$ cat src/rtl/lcd_write_engine.sv
`default_nettype none
// ============================================================================
//  Module      : lcd_write_engine
//  Description : Write-only strobe engine for HD44780-class character LCDs.
//                Runs one timed write per accepted request in 8-bit or 4-bit
//                bus mode: setup, E pulse, hold (twice for 4-bit), then an
//                execution wait. Clear/home commands (0x01..0x03) get the
//                long execution wait.
//                Optional macro LCD_PENDING_EN adds a one-entry pending slot
//                so that a request arriving while busy runs straight after
//                the current one.
//  Revision    : 1.0 - initial release
// ============================================================================
module lcd_write_engine #(
  parameter int BUS_WIDTH     = 8,
  parameter int SETUP_CYC     = 2,
  parameter int E_WIDTH       = 12,
  parameter int HOLD_CYC      = 2,
  parameter int EXEC_CYC      = 40,
  parameter int LONG_EXEC_CYC = 1600
) (
  input  logic                 clk,
  input  logic                 reset,
  input  logic                 start,
  input  logic                 RS,
  input  logic [7:0]           data,
  output logic                 busy,
  output logic                 done,
  output logic                 LCD_RS,
  output logic                 LCD_RW,
  output logic                 LCD_E,
  output logic [BUS_WIDTH-1:0] LCD_data
);

  // Counter is sized for the largest timed interval.
  localparam int c_MAX_A   = (SETUP_CYC > E_WIDTH) ? SETUP_CYC : E_WIDTH;
  localparam int c_MAX_B   = (HOLD_CYC > EXEC_CYC) ? HOLD_CYC : EXEC_CYC;
  localparam int c_MAX_C   = (c_MAX_A > c_MAX_B) ? c_MAX_A : c_MAX_B;
  localparam int c_MAX_CYC = (c_MAX_C > LONG_EXEC_CYC) ? c_MAX_C : LONG_EXEC_CYC;
  localparam int c_CNT_W   = $clog2(c_MAX_CYC + 1);

  localparam logic [c_CNT_W-1:0] c_SETUP_LD = c_CNT_W'(SETUP_CYC - 1);
  localparam logic [c_CNT_W-1:0] c_E_LD     = c_CNT_W'(E_WIDTH - 1);
  localparam logic [c_CNT_W-1:0] c_HOLD_LD  = c_CNT_W'(HOLD_CYC - 1);
  localparam logic [c_CNT_W-1:0] c_EXEC_LD  = c_CNT_W'(EXEC_CYC - 1);
  localparam logic [c_CNT_W-1:0] c_LONG_LD  = c_CNT_W'(LONG_EXEC_CYC - 1);
  localparam bit                 c_NIBBLE   = (BUS_WIDTH == 4);

  typedef enum logic [2:0] {
    S_IDLE  = 3'd0,
    S_SETUP = 3'd1,
    S_PULSE = 3'd2,
    S_HOLD  = 3'd3,
    S_EXEC  = 3'd4,
    S_DONE  = 3'd5
  } state_t;

  state_t                 r_state;
  logic [c_CNT_W-1:0]     r_cnt;
  logic                   r_long;
  logic                   r_second;
  logic [BUS_WIDTH-1:0]   r_second_bus;
  logic                   r_busy;
  logic                   r_done;
  logic                   r_lcd_rs;
  logic                   r_lcd_e;
  logic [BUS_WIDTH-1:0]   r_lcd_data;

  // Source of the request being accepted (live inputs or pending slot).
  logic                   w_src_rs;
  logic [7:0]             w_src_data;
  logic                   w_src_long;
  logic [BUS_WIDTH-1:0]   w_src_first;
  logic [BUS_WIDTH-1:0]   w_src_second;
  logic                   w_accept;

`ifdef LCD_PENDING_EN
  logic                   r_pend_valid;
  logic                   r_pend_rs;
  logic [7:0]             r_pend_data;
  logic                   w_use_pend;

  // A pending entry always wins over a fresh start in the DONE cycle.
  assign w_use_pend = (r_state == S_DONE) && r_pend_valid;
  assign w_src_rs   = w_use_pend ? r_pend_rs   : RS;
  assign w_src_data = w_use_pend ? r_pend_data : data;
  assign w_accept   = ((r_state == S_IDLE) || (r_state == S_DONE)) &&
                      (start || w_use_pend);

  // Capture one request while busy; consume it in DONE; drop extras.
  always_ff @(posedge clk) begin
    if (reset) begin
      r_pend_valid <= 1'b0;
      r_pend_rs    <= 1'b0;
      r_pend_data  <= 8'h00;
    end else if (w_use_pend) begin
      r_pend_valid <= 1'b0;
    end else if (start && !r_pend_valid &&
                 (r_state != S_IDLE) && (r_state != S_DONE)) begin
      r_pend_valid <= 1'b1;
      r_pend_rs    <= RS;
      r_pend_data  <= data;
    end
  end
`else
  assign w_src_rs   = RS;
  assign w_src_data = data;
  assign w_accept   = (r_state == S_IDLE) && start;
`endif

  // Clear (0x01) and home (0x02/0x03) commands need the long execution wait.
  assign w_src_long = !w_src_rs && (w_src_data[7:2] == 6'd0) && (w_src_data != 8'h00);

  generate
    if (BUS_WIDTH == 4) begin : g_bus4
      assign w_src_first  = w_src_data[7:4];
      assign w_src_second = w_src_data[3:0];
    end else begin : g_bus8
      assign w_src_first  = w_src_data;
      assign w_src_second = w_src_data;
    end
  endgenerate

  // Sequencer: state, interval counter and registered pin values.
  always_ff @(posedge clk) begin
    if (reset) begin
      r_state      <= S_IDLE;
      r_cnt        <= '0;
      r_long       <= 1'b0;
      r_second     <= 1'b0;
      r_second_bus <= '0;
      r_busy       <= 1'b0;
      r_done       <= 1'b0;
      r_lcd_rs     <= 1'b0;
      r_lcd_e      <= 1'b0;
      r_lcd_data   <= '0;
    end else begin
      case (r_state)
        S_IDLE, S_DONE: begin
          r_done <= 1'b0;
          if (w_accept) begin
            r_state      <= S_SETUP;
            r_cnt        <= c_SETUP_LD;
            r_busy       <= 1'b1;
            r_long       <= w_src_long;
            r_second     <= 1'b0;
            r_second_bus <= w_src_second;
            r_lcd_rs     <= w_src_rs;
            r_lcd_data   <= w_src_first;
          end else begin
            r_state <= S_IDLE;
            r_busy  <= 1'b0;
          end
        end
        S_SETUP: begin
          if (r_cnt == '0) begin
            r_state <= S_PULSE;
            r_cnt   <= c_E_LD;
            r_lcd_e <= 1'b1;
          end else begin
            r_cnt <= r_cnt - 1'b1;
          end
        end
        S_PULSE: begin
          if (r_cnt == '0) begin
            r_state <= S_HOLD;
            r_cnt   <= c_HOLD_LD;
            r_lcd_e <= 1'b0;
          end else begin
            r_cnt <= r_cnt - 1'b1;
          end
        end
        S_HOLD: begin
          if (r_cnt == '0) begin
            if (c_NIBBLE && !r_second) begin
              // Low nibble goes out on a second setup/pulse/hold pass.
              r_state    <= S_SETUP;
              r_cnt      <= c_SETUP_LD;
              r_second   <= 1'b1;
              r_lcd_data <= r_second_bus;
            end else begin
              r_state    <= S_EXEC;
              r_cnt      <= r_long ? c_LONG_LD : c_EXEC_LD;
              r_lcd_rs   <= 1'b0;
              r_lcd_data <= '0;
            end
          end else begin
            r_cnt <= r_cnt - 1'b1;
          end
        end
        S_EXEC: begin
          if (r_cnt == '0) begin
            r_state <= S_DONE;
            r_done  <= 1'b1;
          end else begin
            r_cnt <= r_cnt - 1'b1;
          end
        end
        default: begin
          r_state    <= S_IDLE;
          r_cnt      <= '0;
          r_busy     <= 1'b0;
          r_done     <= 1'b0;
          r_lcd_rs   <= 1'b0;
          r_lcd_e    <= 1'b0;
          r_lcd_data <= '0;
        end
      endcase
    end
  end

  assign busy     = r_busy;
  assign done     = r_done;
  assign LCD_RS   = r_lcd_rs;
  assign LCD_RW   = 1'b0;
  assign LCD_E    = r_lcd_e;
  assign LCD_data = r_lcd_data;

endmodule
`default_nettype wire
$ cat config.mk
export PLATFORM = sky130hd
export DESIGN_NAME = lcd_write_engine
export DESIGN_NICKNAME = d
export VERILOG_FILES = /design/src/rtl/lcd_write_engine.sv
export SDC_FILE = /design/constraint.sdc
export NUM_CORES = 1
export LEC_CHECK = 0
export ABC_AREA = 0
export CORE_MARGIN = 1
export CORE_UTILIZATION = 52
export DETAILED_ROUTE_END_ITERATION = 12
export HOLD_SLACK_MARGIN = 0.03
export PLACE_DENSITY_LB_ADDON = 0.08
export SLEW_MARGIN = 20
export SYNTH_ARGS = -nofsm -noshare
export SYNTH_HDL_FRONTEND = slang
export SYNTH_SLANG_ARGS = --single-unit
export TNS_END_PERCENT = 20
$ cat constraint.sdc
create_clock -name clk -period 2.64 [get_ports clk]
set_clock_uncertainty 0.05 [all_clocks]
set_input_delay 0.792 -clock clk [delete_from_list [all_inputs] [get_ports clk]]
set_output_delay 0.792 -clock clk [all_outputs]
set_load 0.02 [all_outputs]
==> flow_summary.json <==
{
  "overflow": 0,
  "cpPeakStageDelay_ns": 0.59,
  "synth.top_cells.by_area": "dfxtp_1 (35%), a22o_1 (5.7%), a21oi_1 (3.9%)",
  "holdPathEnd": "done",
  "fin_crit_sh": 0.851,
  "fmax_mhz": 445,
  "swShare": 0.469,
  "crit_chain": "inv_1 -> ha_1 -> nor4b_4 -> buf_4 -> nand4_1 -> nand2b_1 -> a221oi_2 -> a22o_1",
  "worstPathRequired_ns": 2.88,
  "slowest_stage": "a221oi_2",
  "power_switching_uw": 990,
  "seqPwrFrac": 0.323,
  "whs_ns": 0.418,
  "clkLatencyLatePin_ns": 0.33,
  "ant_nets": 0,
  "drtIter0Drc": 104,
  "r2r_setup_slack_ns": 0.39,
  "synth_cells": 180,
  "worstReg2RegEnd": "LCD_data[7]",
  "vias_per_cell": 6.50,
  "gr-usage-met3": 0.0276,
  "arrival_ns": 2.48,
  "fp.dieW_um": 56.4,
  "slew_headroom": 0.581,
  "nets": 213,
  "yosysSeqAreaShare": 0.352,
  "ys_top_cells_by_count": "dfxtp_1 (27), nor2_1 (15), a21oi_1 (12), nand2_1 (12), nor3_1 (11)",
  "core_um2": 2780,
  "dieArea_um2": 3180,
  "worstHoldStart": "done",
  "ys_warn_count": 0,
  "areaGrowthSynthToFinish_pct": 16.5,
  "ys_types": 52,
  "synth_edf_count": 0,
  "combPwrFrac": 0.589,
  "chipHeight_um": 56.4,
  "drc": 0,
  "io_pins": 25,
  "clock_power_share": 0.088,
  "cp-end-kind": "register",
  "cts_buffers": 3,
  "start_util": 0.552,
  "path_clk_slew_ns": 0.15,
  "hold_class": "reg2reg",
  "cts.repair.resized": 0,
  "syn_nets": 193,
  "routabilityCongestion": 0.882,
  "cts_root_buf": "clkbuf_4",
  "ys_ff_latch": 27,
  "synth_flop_cell": "dfxtp_1",
  "place.port_buffers": 23,
  "clock_path_buffers": 2,
  "outcome": "finished, final reports clean",
  "slew_violations": 0,
  "hold_path_depth": 2,
  "antenna_found_initial": 0,
  "postCtsHoldBufs": 0,
  "synth_top_area_cell": "dfxtp_1",
  "routed_wl_um": 3680,
  "post-route-util": 0.644,
  "grtUsageMet1": 0.371,
  "diodes": 0,
  "grt_pass1_wl_um": 6510,
  "yosys.area.top_type_share": 0.352,
  "power.leakage_uw": 0.000656,
  "yosysMostFrequentCell": "dfxtp_1",
  "max_slew.worst_pin.slew_ns": 0.629,
  "placedCellCount": 226,
  "grt_max_degree": 26,
  "worstReg2RegStart": "r_cnt[0]",
  "internal_power_uw": 1120,
  "cts_setup_buffers": 0,
  "h-tree-depth": 1,
  "cts_tree": "yes",
  "avgSynthCellArea_um2": 8.54,
  "instances_no_fill": 230,
  "rows": 19,
  "vias": 1494,
  "max_cap_violations": 0,
  "tns_ns": 0,
  "worstRegToRegCells": 8,
  "total_power_uw": 2110,
  "avgRoutedWirePerCell_um": 16.0,
  "power_density_nw_per_um2": 1180,
  "worstSetupPathType": "reg2reg",
  "grt_pass1_vias": 1361,
  "synth.cell_area_um2": 1540,
  "rsz0062_at_grt": "false",
  "cp-start-kind": "register",
  "ir_drop_uv": 825,
  "period_minus_slack_ns": 2.25,
  "grt.busiest_layer": "met2",
  "grtUsageMet2": 0.396,
  "first_pass_iters": 4,
  "drive_gt1_frac": 0.0955,
  "async_flop_share": 0,
  "setup_viol": 0,
  "track_usage": 0.256,
  "hpwlAfterDp_um": 2710,
  "hold_viol": 0,
  "cts_num_sinks": 27,
  "path_max_fanout": 9
}
-- routing by layer --
layer | share of wire | vias to the layer above | wire length (µm)
li1 | - | 718 | -
met1 | 0.49 | 722 | 1790
met2 | 0.46 | 50 | 1690
met3 | 0.046 | 4 | 169
met4 | 0.0092 | 0 | 34
met5 | 0 | - | 0
-- worst max path at each step --
| stage | startpoint | end | slack (ns) | cells past startpoint |
|---|---|---|---|---|
| final | r_cnt[0] | LCD_data[7] | 0.39 | 8 |
| after global routing | r_state[2] | r_cnt[2] | 0.23 | 5 |
| after CTS | r_cnt[0] | LCD_data[1] | 0.39 | 8 |
| after detailed placement | start | r_cnt[2] | 0.10 | 6 |
| after global placement | start | r_cnt[2] | 0.15 | 6 |
| after floorplan | reset | r_cnt[10] | 0.52 | 5 |
-- placed cells by master, fill, tap and decap left out, types with 2 or more instances in the layout --
cell	n
nand4_1	3
o21ai_0	4
o21bai_1	2
a311oi_1	2
nand2b_1	5
a21oi_1	12
nand4b_1	2
o21a_1	2
a22o_1	10
clkbuf_4	3
nor3_1	11
clkdlybuf4s50_1	23
a31oi_1	3
xor2_1	2
mux2_2	2
nand3_1	5
nor4_1	3
inv_1	4
buf_4	5
o22ai_1	3
nor2_1	15
dfxtp_1	27
nand2_1	12
and2_1	3
or4_1	3
a211o_1	2
nor2b_1	5
nor3b_1	2
-- power groups by stage --
stage	logic (µW)	registers (µW)	clock network, µW
after global routing	1360	704	207
after global placement	1210	680	0
after detailed placement	1220	686	0
final	1240	682	186
after CTS	1220	678	188
after floorplan	952	656	0
-- flip-flops by register name (all words and copies together), names as in the netlist --
signal / count
LCD_E: 1
LCD_RS: 1
LCD_data: 8
busy: 1
done: 1
r_cnt: 11
r_long: 1
r_state: 3
-- cell type report --
type / instances / area (µm²)
Clock inverter: 1 / 5.00
Tap cell: 31 / 38.8
Fill cell: 252 / 991
Timing Repair Buffer: 28 / 268
Multi-Input combinational cell: 136 / 901
Sequential cell: 27 / 541
Clock buffer: 3 / 22.5
Inverter: 4 / 15.0
-- worst max-delay path: cells and delay by family (launching register included) --
kind                       cells  cell delay, ns
DFF                            1            0.42
and+or+nand+nor                3            0.42
buffers and inverters          2            0.24
adders and majority gates      1            0.24
AOI/OAI and AO/OA              2            0.84
-- kinds of logic (layout without fill, tap and decap cells) --
family                   after synthesis  after routing  synth area share
AO/OA/AOI/OAI                         52             52             0.252
XOR/XNOR                               3              3            0.0171
adder cells (fa/ha/maj)                1              1           0.00814
buffers and inverters                 17             36            0.0619
flip-flops                            27             27             0.352
multiplexers                           2              2            0.0147
other                                  1              1           0.00244
AND/OR/NAND/NOR                       77             77             0.292
-- through the flow --
step	instance area, µm²	setup slack, ns
CTS	1790	0.386
finish	1790	0.394
detailed placement	1760	0.105
floorplan	1540	0.516
global route	1790	0.234
global placement	1760	0.155
No activity file was read; power rests on OpenSTA's default activity.
==> RTL edit 1 (same settings) <==
Change the parameter `EXEC_CYC` from 40 to 80.
--- a/src/rtl/lcd_write_engine.sv
+++ b/src/rtl/lcd_write_engine.sv
@@ -16,7 +16,7 @@
   parameter int SETUP_CYC     = 2,
   parameter int E_WIDTH       = 12,
   parameter int HOLD_CYC      = 2,
-  parameter int EXEC_CYC      = 40,
+  parameter int EXEC_CYC      = 80,
   parameter int LONG_EXEC_CYC = 1600
 ) (
   input  logic                 clk,
Formal check against the unedited RTL: no difference found for any inputs over 10 cycles, from zero or initial values and one cycle with reset high; that may be too few to reach the edited logic, so the function may still have changed.
==> RTL edit 1 against the unedited design <==
Synthesized area is 2.0% lower; fmax down 3.5%; critical endpoint is now r_cnt[6]; first-iteration DRC count fell by 37%; worst setup slack lost 0.082 ns; sequential cell count unchanged; wire length is 0.84% higher; count of clock-buffer cells in the layout rose by 1; design area is 1.7% lower; power is 12% higher.
==> RTL edit 1: results (changes against the unedited design) <==
[synth]
synth_nets=189  ; -2.1%
ys_seq_area_share_pct=35.9  ; +0.70 points
synthTopCellsByCount=dfxtp_1 (27), a21oi_1 (14), nand2_1 (12)
synth_area_leaders=dfxtp_1 (36%), a22o_1 (5.2%), a21oi_1 (4.7%)

[global_routing]
grt_start_max_net_pins=17  ; -35%
grt_pass1_vias=1435  ; +5.4%
grt_pass1_wl_um=6420  ; -1.5%
grt_use_total_pct=25.8  ; +0.27 points

[worst_hold_path]
min_from=busy
holdPathEnd=busy
min_path_cells=2  ; unchanged

[placed_design]
dpl.hpwl_um=2730  ; +0.50%
gp_congestion=0.931  ; +5.5%
dp_worst_setup_slack_ns=0.166  ; +0.0613 ns
dpl_cell_area_um2=1730  ; -1.6%

[power_and_ir_drop]
leakagePower_uw=0.000614  ; -6.5%
ir_worst_vdd_mv=1.06  ; +28%
p_switching_uw=1190  ; +20%

[detailed_routing]
drtIter0Drc=66  ; -37%
wl_um=3710  ; +0.84%
vias=1451  ; -2.9%

[setup_path]
crit_path_start=r_cnt[7]
r2r_cells=5  ; -3
reg2reg_to=r_cnt[6]
critPathMaxFanout=8  ; -1

[run_status]
status=complete, no violations

[clocking]
post_cts.repair.setup_buffers=0  ; unchanged
clock_path_buffers=2  ; unchanged
cts_resized=0  ; unchanged

[sta]
setup_ws_ns=0.313  ; -0.0815 ns
relSlewSlack_pct=60.7  ; +2.7 points

[final_layout]
largest_register_ffs=11  ; unchanged
final_nets=210  ; -1.4%
drive_gt1_share_pct=8.67  ; -0.87 points

RTL edit 1: metal layers:
| metal | track usage (%) | vias up | share of wire [%] |
|---|---|---|---|
| li1 | - | 704 | - |
| met1 | 33.2 | 679 | 43 |
| met2 | 42.7 | 61 | 48 |
| met3 | 3.72 | 7 | 7.0 |
| met4 | 12.5 | 0 | 1.8 |
| met5 | 0 | - | 0 |
RTL edit 1: stage by stage:
stage	util, %	cells	total power (µW)	hold WS, ns
after floorplan	-	176	1830	0.404
after global placement	62.9	223	2120	0.407
after detailed placement	62.9	223	2170	0.406
after CTS	63.8	227	2350	0.434
after global routing	63.8	227	2570	0.466
final	63.8	227	2370	0.429
RTL edit 1: power by group through the flow:
stage                     registers (µW)  clock network [µW]  logic, µW
after floorplan                      685                   0       1140
after global placement               709                   0       1410
after detailed placement             714                   0       1450
after CTS                            707                 187       1460
after global routing                 740                 200       1630
final                                710                 187       1480
RTL edit 1: critical path, stage by stage, from the launching register on:
cell,delay [ns]
dfxtp_1,0.39
nor4_1,0.55
nand3_1,0.44
a31oi_1,0.41
a211oi_2,0.11
o31a_1,0.28
RTL edit 1: kinds of logic (layout without fill, tap and decap cells):
kind of cell,after synthesis,after routing,synth area share (%)
flops,27,27,35.9
compound gates,57,57,27.1
simple gates,67,67,26.7
buf+inv,17,37,5.73
xor+xnor,6,6,3.49
other cells,1,1,0.249
fa+ha+maj,1,1,0.830
RTL edit 1: cell type report:
| type | instances | area [µm²] |
|---|---|---|
| repair buffers | 25 | 245 |
| inverters | 8 | 30.0 |
| well taps | 31 | 38.8 |
| flip-flops and latches | 27 | 541 |
| multi-input cells | 132 | 880 |
| fillers | 228 | 997 |
| clock buffers | 4 | 26.3 |
==> RTL edit 2 (same flow settings) <==
Without the edit above. Put one more register stage on the output `LCD_data`. The value now appears one clock later. The other outputs are not delayed to match.
--- a/src/rtl/lcd_write_engine.sv
+++ b/src/rtl/lcd_write_engine.sv
@@ -214,7 +214,9 @@
   assign LCD_RS   = r_lcd_rs;
   assign LCD_RW   = 1'b0;
   assign LCD_E    = r_lcd_e;
-  assign LCD_data = r_lcd_data;
+  always_ff @(posedge clk) begin
+    LCD_data <= r_lcd_data;
+  end
 
 endmodule
 `default_nettype wire
Function: changed (a bounded check fails within 4 cycles, from zero or initial values and one cycle with reset high).
==> RTL edit 2 against the unedited design <==
Worst setup slack worse by 0.076 ns; sequential share of layout area is 3.5 points higher; wire length is 4.4% higher; fmax is 3.3% lower; synthesized area is 12% higher; design area is 16% higher; sequential cell count is 8 higher; power is 38% higher; count of clock-buffer cells in the layout is 3 higher; critical path type unchanged; critical endpoint is now r_cnt[3]; highest routed layer unchanged.
==> RTL edit 2: results (changes against the unedited design) <==
[worst_hold_path]
min_path_cells=0  ; -2

[synth]
ys_ff_latch=35  ; +30%
synthTopCellsByCount=dfxtp_1 (35), nand2_1 (22), a21oi_1 (14), nor2_1 (14)
ys_seq_area_share_pct=40.6  ; +5.4 points
synth_area_leaders=dfxtp_1 (41%), mux2i_1 (5.8%), nand2_1 (4.8%)
synth_compound_area_share_pct=19.9  ; -5.2 points
netlist_instances=201  ; +12%

[final_layout]
clkbuf_count=6  ; +3
nFillCells=293  ; +16%
syn_to_final_growth_pct=20.3
multi_input_area_um2=935  ; +3.7%
buffers=33  ; +18%
clk_share_pct=2.59  ; +1.0 points

[detailed_routing]
met1Wirelength_um=1670  ; -6.7%
wl_um=3840  ; +4.4%
drtIter0Drc=99  ; -4.8%
routedWlPerCell_um=14.1  ; -12%
routed-wl-met2_um=1900  ; +13%

[placed_design]
dpl.hpwl_um=2810  ; +3.4%
dpl.cell_count=265  ; +17%
dp_worst_setup_slack_ns=0.190  ; +0.0857 ns
gp_congestion=0.847  ; -3.9%

[clocking]
clkTransAtPathRegs_ns=0.11  ; -0.04 ns
cts_made_buffers=5  ; +2

[global_routing]
grtUsageMet1_pct=28.2  ; -8.9 points
globalRouteMet2Util_pct=40.3  ; +0.69 points
grt_pass1_vias=1419  ; +4.3%

[sta]
relSlewSlack_pct=65.9  ; +7.8 points
hold_ws_ns=0.309  ; -0.108 ns

[run_status]
status=complete, no violations

[setup_path]
critPathMaxFanout=8  ; -1

[die]
rows=20  ; +1

-- RTL edit 2: cell count changes after synthesis, sizes merged, moves of 5 or more --
| cell | before | now |
|---|---|---|
| a22o | 10 | 0 |
| mux2i | 0 | 10 |
| nand2 | 12 | 22 |
| dfxtp | 27 | 35 |
| nand2b | 5 | 10 |
| nor3 | 12 | 7 |
| o21ai | 4 | 9 |
-- RTL edit 2: power by group --
part           leakage, µW  internal (µW)  total (µW)  switching [µW]
logic             0.000438            760        1740             981
clock network    0.0000282            103         278             175
registers         0.000285            695         894             199
-- RTL edit 2: worst max path at each step --
stage	start	slack, ns	cells past startpoint	endpoint
finish	r_cnt[1]	0.32	7	r_cnt[3]
global route	r_cnt[1]	0.17	7	r_cnt[3]
CTS	r_cnt[1]	0.31	7	r_cnt[3]
detailed placement	start	0.19	6	r_cnt[3]
global placement	start	0.26	6	r_cnt[3]
floorplan	r_cnt[0]	0.51	8	r_cnt[3]
